<file path="src/rtl/config_access_controller_pkg.sv">
// config_access_controller_pkg: shared types and constants for the config access controller.
package config_access_controller_pkg;
    typedef enum logic [2:0] {IDLE, WAIT_P, WAIT_Q, DONE, LOCKED} state_t;
    localparam int KEY_W = 8;
    localparam int DATA_W = 7;
    localparam int DEF_MAX_ATTEMPTS = 3;
    localparam int DEF_LOCKOUT_CYCLES = 16;
    localparam int DEF_TIMEOUT_CYCLES = 255;
    function automatic int cnt_width(input int a, input int b);
        return $clog2((a > b ? a : b) + 1);
    endfunction
    localparam int CNT_W = cnt_width(DEF_LOCKOUT_CYCLES, DEF_TIMEOUT_CYCLES);
endpackage

</file>
<file path="src/rtl/config_access_controller_cycle_timer.sv">
// cycle_timer: clearable up-counter flagging the last cycle of a limit-long window.
module cycle_timer
    import config_access_controller_pkg::*;
#(
    parameter int W = CNT_W
) (
    input  logic         clock,
    input  logic         resetn,
    input  logic         clear,
    input  logic         en,
    input  logic [W-1:0] limit,
    output logic         expired
);
    logic [W-1:0] cnt;
    always_ff @(posedge clock or negedge resetn) begin
        if (!resetn) cnt <= '0;
        else if (clear) cnt <= '0;
        else if (en) cnt <= cnt + 1'b1;
    end
    // The edge that would take the count to limit is the edge that ends the window.
    assign expired = cnt == limit - 1'b1;
endmodule

</file>
<file path="src/rtl/config_access_controller.sv">
// config_access_controller: key-gated sequencer driving the P/Q register write enables,
// with failed-attempt lockout and a stalled-session timeout.
module config_access_controller
    import config_access_controller_pkg::*;
#(
    parameter int MAX_ATTEMPTS = DEF_MAX_ATTEMPTS,
    parameter int LOCKOUT_CYCLES = DEF_LOCKOUT_CYCLES,
    parameter int TIMEOUT_CYCLES = DEF_TIMEOUT_CYCLES
) (
    input  logic             clock,
    input  logic             resetn,
    input  logic             request,
    input  logic [KEY_W-1:0] key,
    input  logic [KEY_W-1:0] storedKey,
    input  logic             confirm,
    input  logic [7:0]       inputData,
    output logic             writeRegP,
    output logic             writeRegQ,
    output logic             busy,
    output logic             locked,
    output logic             done,
    output logic             error,
    output logic [1:0]       attempts
);
    localparam int CW = cnt_width(LOCKOUT_CYCLES, TIMEOUT_CYCLES);
    state_t state, state_n;
    logic [1:0] attempts_n, att_inc;
    logic error_n, good_key, waiting, ok_data, bad_data, key_fail, lock_now, timeout, expired;
    logic unused_payload;
    assign unused_payload = ^inputData[DATA_W-1:0];
    assign good_key = key == storedKey;
    assign waiting = state == WAIT_P || state == WAIT_Q;
    assign ok_data = confirm & ~inputData[7];
    assign bad_data = confirm & inputData[7];
    assign att_inc = attempts + 2'd1;
    assign key_fail = state == IDLE && request && !good_key;
    assign lock_now = key_fail && att_inc == 2'(MAX_ATTEMPTS);
    // A rejected confirm still counts as activity, so it never times out on the same edge.
    assign timeout = waiting && !confirm && expired;
    // Timeout and lockout never overlap, so one timer serves both.
    cycle_timer #(.W(CW)) u_timer (
        .clock  (clock),
        .resetn (resetn),
        .clear  (state_n != state || (waiting && bad_data)),
        .en     (waiting || state == LOCKED),
        .limit  (state == LOCKED ? CW'(LOCKOUT_CYCLES) : CW'(TIMEOUT_CYCLES)),
        .expired(expired)
    );
    always_ff @(posedge clock or negedge resetn) begin
        if (!resetn) state <= IDLE;
        else state <= state_n;
    end
    always_comb begin
        state_n = state;
        case (state)
            IDLE:    state_n = !request ? IDLE : good_key ? WAIT_P : lock_now ? LOCKED : IDLE;
            WAIT_P:  state_n = ok_data ? WAIT_Q : timeout ? IDLE : WAIT_P;
            WAIT_Q:  state_n = ok_data ? DONE : timeout ? IDLE : WAIT_Q;
            DONE:    state_n = IDLE;
            LOCKED:  state_n = expired ? IDLE : LOCKED;
            default: state_n = IDLE;
        endcase
    end
    always_comb begin
        writeRegP = state == WAIT_P && ok_data;
        writeRegQ = state == WAIT_Q && ok_data;
        error_n = key_fail || timeout || (waiting && bad_data);
        attempts_n = (state == LOCKED && expired) || (state == IDLE && request && good_key) ? 2'd0
                   : key_fail ? att_inc : attempts;
    end
    always_ff @(posedge clock or negedge resetn) begin
        if (!resetn) begin
            attempts <= 2'd0;
            error <= 1'b0;
            done <= 1'b0;
            busy <= 1'b0;
            locked <= 1'b0;
        end else begin
            attempts <= attempts_n;
            error <= error_n;
            done <= state_n == DONE;
            busy <= state_n != IDLE;
            locked <= state_n == LOCKED;
        end
    end
endmodule

</file>
<file path="config.mk">
export PLATFORM = sky130hd
export DESIGN_NAME = config_access_controller
export DESIGN_NICKNAME = d
export VERILOG_FILES = /design/src/rtl/config_access_controller_pkg.sv /design/src/rtl/config_access_controller_cycle_timer.sv /design/src/rtl/config_access_controller.sv
export SDC_FILE = /design/constraint.sdc
export NUM_CORES = 1
export LEC_CHECK = 0
export ABC_CLOCK_PERIOD_IN_PS = 2000
export CORE_MARGIN = 1
export CORE_UTILIZATION = 40
export DETAILED_ROUTE_END_ITERATION = 16
export MAX_ROUTING_LAYER = met4
export PLACE_DENSITY = 0.73
export REMOVE_ABC_BUFFERS = 1
export SLEW_MARGIN = 25
export SYNTH_ARGS = -nofsm -noshare
export SYNTH_HDL_FRONTEND = slang
export SYNTH_SLANG_ARGS = --single-unit
</file>
<file path="constraint.sdc">
create_clock -name clock -period 2 [get_ports clock]
set_input_delay 0.5 -clock clock [delete_from_list [all_inputs] [get_ports clock]]
set_output_delay 0.5 -clock clock [all_outputs]
set_load 0.005 [all_outputs]
</file>
; ---- After elaboration in Yosys (flattened, before gate mapping)
; Cells that the tools add are included.
[word_totals]
register_bits = 17
word_cells = 58
[classes]
n_addsub = 3
eq_ne = 9
muxes = 14
bitwise = 3
n_reduce_logical = 22
[op_table]
columns = cell, n
row1 = 2-to-1 mux 8 bit, 3
row2 = == test 8 bit, 2
row3 = 2-to-1 mux 3 bit, 4
row4 = case mux 3 bit (4 select lines), 1
row5 = logical AND 1 bit, 10
row6 = 2-to-1 mux 2 bit, 5
row7 = adder 8 x 1 -> 8 bit (second input constant), 1
row8 = subtractor 8 x 1 -> 8 bit (second input constant), 1
row9 = == test 3 x 2 -> 1 bit (second input constant), 2
row10 = == test 3 bit (second input constant), 2
row11 = logical OR 1 bit, 6
row12 = nonzero test 2 bit, 2
row13 = == test 3 x 1 -> 1 bit (second input constant), 1
row14 = logical NOT 3 bit, 1
row15 = inequality test 3 bit, 1
row16 = nonzero test 3 bit, 1
row17 = adder 2 x 1 -> 2 bit (second input constant), 1
row18 = bitwise AND 1 bit, 2
row19 = == test 2 bit (second input constant), 1
row20 = logical NOT 1 bit, 2
row21 = 2-to-1 mux 1 bit, 1
row22 = NOT 1 bit, 1

; ---- Longest topological paths before layout
[depth]
ltp_word = 11
mapped_depth = 6
depth_no_buf = 5

; ---- Hierarchy
; Synthesis repeated with hierarchy kept, for this count alone.
[hier_totals]
cells_unflattened = 145
area_unflattened_um2 = 1277.5
[by_module_without_submodules]
columns = mod, n_inst, cells_each, area_each_um2
row1 = config_access_controller, 1, 75, 644.4
row2 = cycle_timer, 1, 70, 633.1

; ---- Worst setup path before layout
; Ideal clock, no wire load.
[synth_timing]
path_type = input -> register
from = input port storedKey[5]
to = register busy
setup_time_ps = 131
t_arrival_ps = 1783
required_ps = 1869
path_slack_ps = 86
path_stages = 5
path_cell_list = xor2_1 -> or4_1 -> o211ai_2 -> o21ai_2 -> or3_1
[synth_between]
elab_chain_cells = 9
[synth_lines]
columns = element, line_no
row1 = "start, declared", config_access_controller.sv:14  ; input logic [KEY_W-1:0] storedKey,
row2 = == test 8 bit (*), config_access_controller.sv:31  ; assign good_key = key == storedKey;
row3 = logical NOT 1 bit, config_access_controller.sv:36  ; assign key_fail = state == IDLE && request && !good_key;
row4 = logical AND 1 bit, config_access_controller.sv:36
row5 = logical AND 1 bit, config_access_controller.sv:37  ; assign lock_now = key_fail && att_inc == 2'(MAX_ATTEMPTS);
row6 = 2-to-1 mux 3 bit, config_access_controller.sv:56  ; IDLE: state_n = !request ? IDLE : good_key ? WAIT_P : lock_now ? LOCKED : IDLE;
row7 = 2-to-1 mux 3 bit (*) (2 in series), config_access_controller.sv:56
row8 = case mux 3 bit (4 select lines) (*), config_access_controller.sv:55  ; case (state)
row9 = named net state_n[2], config_access_controller.sv:26  ; state_t state, state_n;
row10 = nonzero test 3 bit (*), config_access_controller.sv:82  ; busy <= state_n != IDLE;
row11 = "end signal, assigned", config_access_controller.sv:76  ; busy <= 1'b0;
row12 = "end signal, assigned", config_access_controller.sv:82
row13 = "end, declared", config_access_controller.sv:19  ; output logic busy,
; The timed path passes the listed nets; every way through them passes the cells marked *.
; A chain may end at the register's enable or synchronous reset.

; ---- Final worst setup path
[layout_timing]
from = input port key[5]
to = register busy
[layout_between]
elab_chain_cells = 9
[layout_lines]
columns = element, line_no
row1 = "start, declared", config_access_controller.sv:13  ; input logic [KEY_W-1:0] key,
row2 = == test 8 bit (*), config_access_controller.sv:31
row3 = logical NOT 1 bit, config_access_controller.sv:36
row4 = logical AND 1 bit, config_access_controller.sv:36
row5 = logical AND 1 bit, config_access_controller.sv:37
row6 = 2-to-1 mux 3 bit, config_access_controller.sv:56
row7 = 2-to-1 mux 3 bit (*) (2 in series), config_access_controller.sv:56
row8 = case mux 3 bit (4 select lines) (*), config_access_controller.sv:55
row9 = named net state_n[2], config_access_controller.sv:26
row10 = nonzero test 3 bit (*), config_access_controller.sv:82
; Marked as above.

==> results_dict.tcl <==
set metrics [dict create \
    avgRoutedWirePerCell_um 13.2 \
    p_int_mw 0.839 \
    cpPeakStageDelay_ns 0.56 \
    netlist_area_um2 1000 \
    grt_pass1_vias 912 \
    setup_viol 0 \
    dp_cells 169 \
    portBuffers 28 \
    tightest_slew_ns 0.398 \
    place_area_um2 1410 \
    fin_nets 179 \
    postRouteAntennaNets 0 \
    place_congestion 0.810 \
    numClockSinks 17 \
    hp-class "reg -> reg" \
    rsz0062_at_grt "false" \
    fp.dieH_um 52.1 \
    drv_cap 0 \
    synth_top_area_share_pct 42.3 \
    avgViaCountPerCell 5.19 \
    finClkSkew_ns 0.00110 \
    core_area_um2 2300 \
    fmax_mhz 513 \
    p_comb_share_pct 43.9 \
    drtPass1Iterations 4 \
    layout_common_cells "17 x dfrtp_1, 17 x dlygate4sd2_1, 16 x buf_4" \
    post-route-period-util_pct 97.4 \
    setup_tns_ns 0 \
    io_pins 36 \
    wl_um 2320 \
    criticalPathCategory "in -> reg" \
    final_util_pct 64.8 \
    drtIter0Drc 14 \
    avgSynthCellArea_um2 9.75 \
    drive_above_1_share_pct 23.0 \
    design_area_um2 1490 \
    hpwl_um 1790 \
    synth.area.top_cells "dfrtp_1 42%, xor2_1 13%, nor2_1 5.6%" \
    ys_dominant_reg_cell "dfrtp_1" \
    switching_share_pct 36.0 \
    critPathLaunchType "input pin" \
    ys_ff_latch 17 \
    min_period_ns 1.95 \
    maxSlewViolCount 0 \
    clk_path_buf_depth 2 \
    path_clk_slew_ns 0.10 \
    root_buffer "clkbuf_4" \
    rows 17 \
    drc 0 \
    fin_ws_ns 0.0521 \
    power.density_nw_per_um2 881 \
    start_util_pct 43.7 \
    path_max_fanout 3 \
    p_total_mw 1.31 \
    dieArea_um2 2720 \
    num_vias 914 \
    synth_edf_count 0 \
    status "finished, final reports clean" \
    yosys.area.top_type "dfrtp_1" \
    hold_viol 0 \
    ys_warn_count 0 \
    pre_cts_ws_ns -0.495 \
    clkPwrFrac_pct 14.4 \
    ys_async_sr_fraction_pct 100 \
    relSlewSlack_pct 73.3 \
    sequentialPowerShare_pct 41.7 \
    power_leakage_nw 0.696 \
    required_ns 2.18 \
    whs_ns 0.514 \
    overflow 0 \
    cts_htree_levels 1 \
    grt_pass1_wl_um 4000 \
    antenna_found_initial 0 \
    final_cells 176 \
    syn_to_final_growth_pct 48.2 \
    crit_chain "dlygate4sd2_1 > xor2_1 > or4_4 > o211ai_4 > o21ai_2 > or3_1" \
    grt_usage_pct 20.9 \
    vdd_drop_max_mv 0.733 \
    cts_tree "built" \
    cp-end-kind "register" \
    tritoncts.num_buffers 3 \
    fp.dieW_um 52.1 \
    grt_max_degree 18 \
    syn-instance-count 103 \
    clk_latency_ns 0.29 \
    synth.distinct_cells 36 \
    holdBufCountCts 0 \
    antennaDiodeCount 0 \
    r2r_setup_slack_ns 0.17 \
    p_sw_mw 0.472 \
    ys_seq_area_share_pct 42.3 \
    arrival_ns 2.13 \
    cp_slowest_cell "or4_4" \
    path_delay_family "simple AND/OR/NAND/NOR gates" \
    crit_buf_inv 1 \
]
cell usage after synthesis, types with 2 or more instances:
master / number
a31o_2: 2
a31oi_1: 2
and3_1: 3
clkbuf_1: 3
dfrtp_1: 17
ha_1: 2
inv_1: 3
mux2i_1: 2
nand2_1: 5
nand2b_1: 3
nand4_1: 4
nor2_1: 15
nor4_1: 2
o21ai_0: 2
o22ai_1: 2
or4_1: 2
xor2_1: 15
kinds of logic after synthesis:
| family | share of synthesized area [%] |
|---|---|
| AO/OA/AOI/OAI | 13.2 |
| XOR/XNOR | 13.9 |
| adder cells (fa/ha/maj) | 2.49 |
| buffers and inverters | 2.24 |
| flip-flops | 42.3 |
| multiplexers | 3.11 |
| AND/OR/NAND/NOR | 22.7 |
final cells by class:
class / instances / area (um2)
repair buffers: 44 / 379
clock inverters: 1 / 5.00
multi-input cells: 80 / 611
clock buffers: 3 / 22.5
inverters: 3 / 11.3
flip-flops and latches: 17 / 425
well taps: 28 / 35.0
fillers: 202 / 808
power groups by stage:
stage | Clock (mW) | Sequential (mW) | Combinational [mW]
after detailed placement | 0 | 0.553 | 0.560
after CTS | 0.197 | 0.547 | 0.577
after global placement | 0 | 0.549 | 0.546
final | 0.189 | 0.547 | 0.576
after global routing | 0.209 | 0.560 | 0.647
after floorplan | 0 | 0.556 | 0.304
final timing paths:
kind / from / endpoint / cells past startpoint
worst max-delay path: key[5] / busy$_DFF_PN0_ / 6
worst min-delay path: attempts[0]$_DFFE_PN0P_ / attempts[0]$_DFFE_PN0P_ / 1
worst max register to register: state[0]$_DFF_PN0_ / u_timer.cnt[6]$_DFFE_PN0P_ / 7
worst min register to register: attempts[0]$_DFFE_PN0P_ / attempts[0]$_DFFE_PN0P_ / 1
max in group asynchronous: resetn / u_timer.cnt[2]$_DFFE_PN0P_ / 2
min in group asynchronous: resetn / done$_DFF_PN0_ / 2
what timing repair did:
action,in CTS,in global routing
endpoints found under the setup margin,11,4
setup buffers,2,1
gates resized for setup,26,5
pin swaps,14,4
metal layers:
layer / vias to the layer above / part of all wire, % / global-route usage (%) / wire, um
li1: 460 / - / - / -
met1: 430 / 44 / 25.6 / 1030
met2: 18 / 50 / 33.3 / 1170
met3: 6 / 3.2 / 4.39 / 74
met4: 0 / 2.3 / 9.01 / 53
met5: - / 0 / - / 0
sequential cells by signal, summed over array words and instances, names as in the netlist:
name	cells
done	1
u_timer.cnt	8
state	3
busy	1
error	1
locked	1
attempts	2
Note: power is estimated with default switching activity, not from simulation.
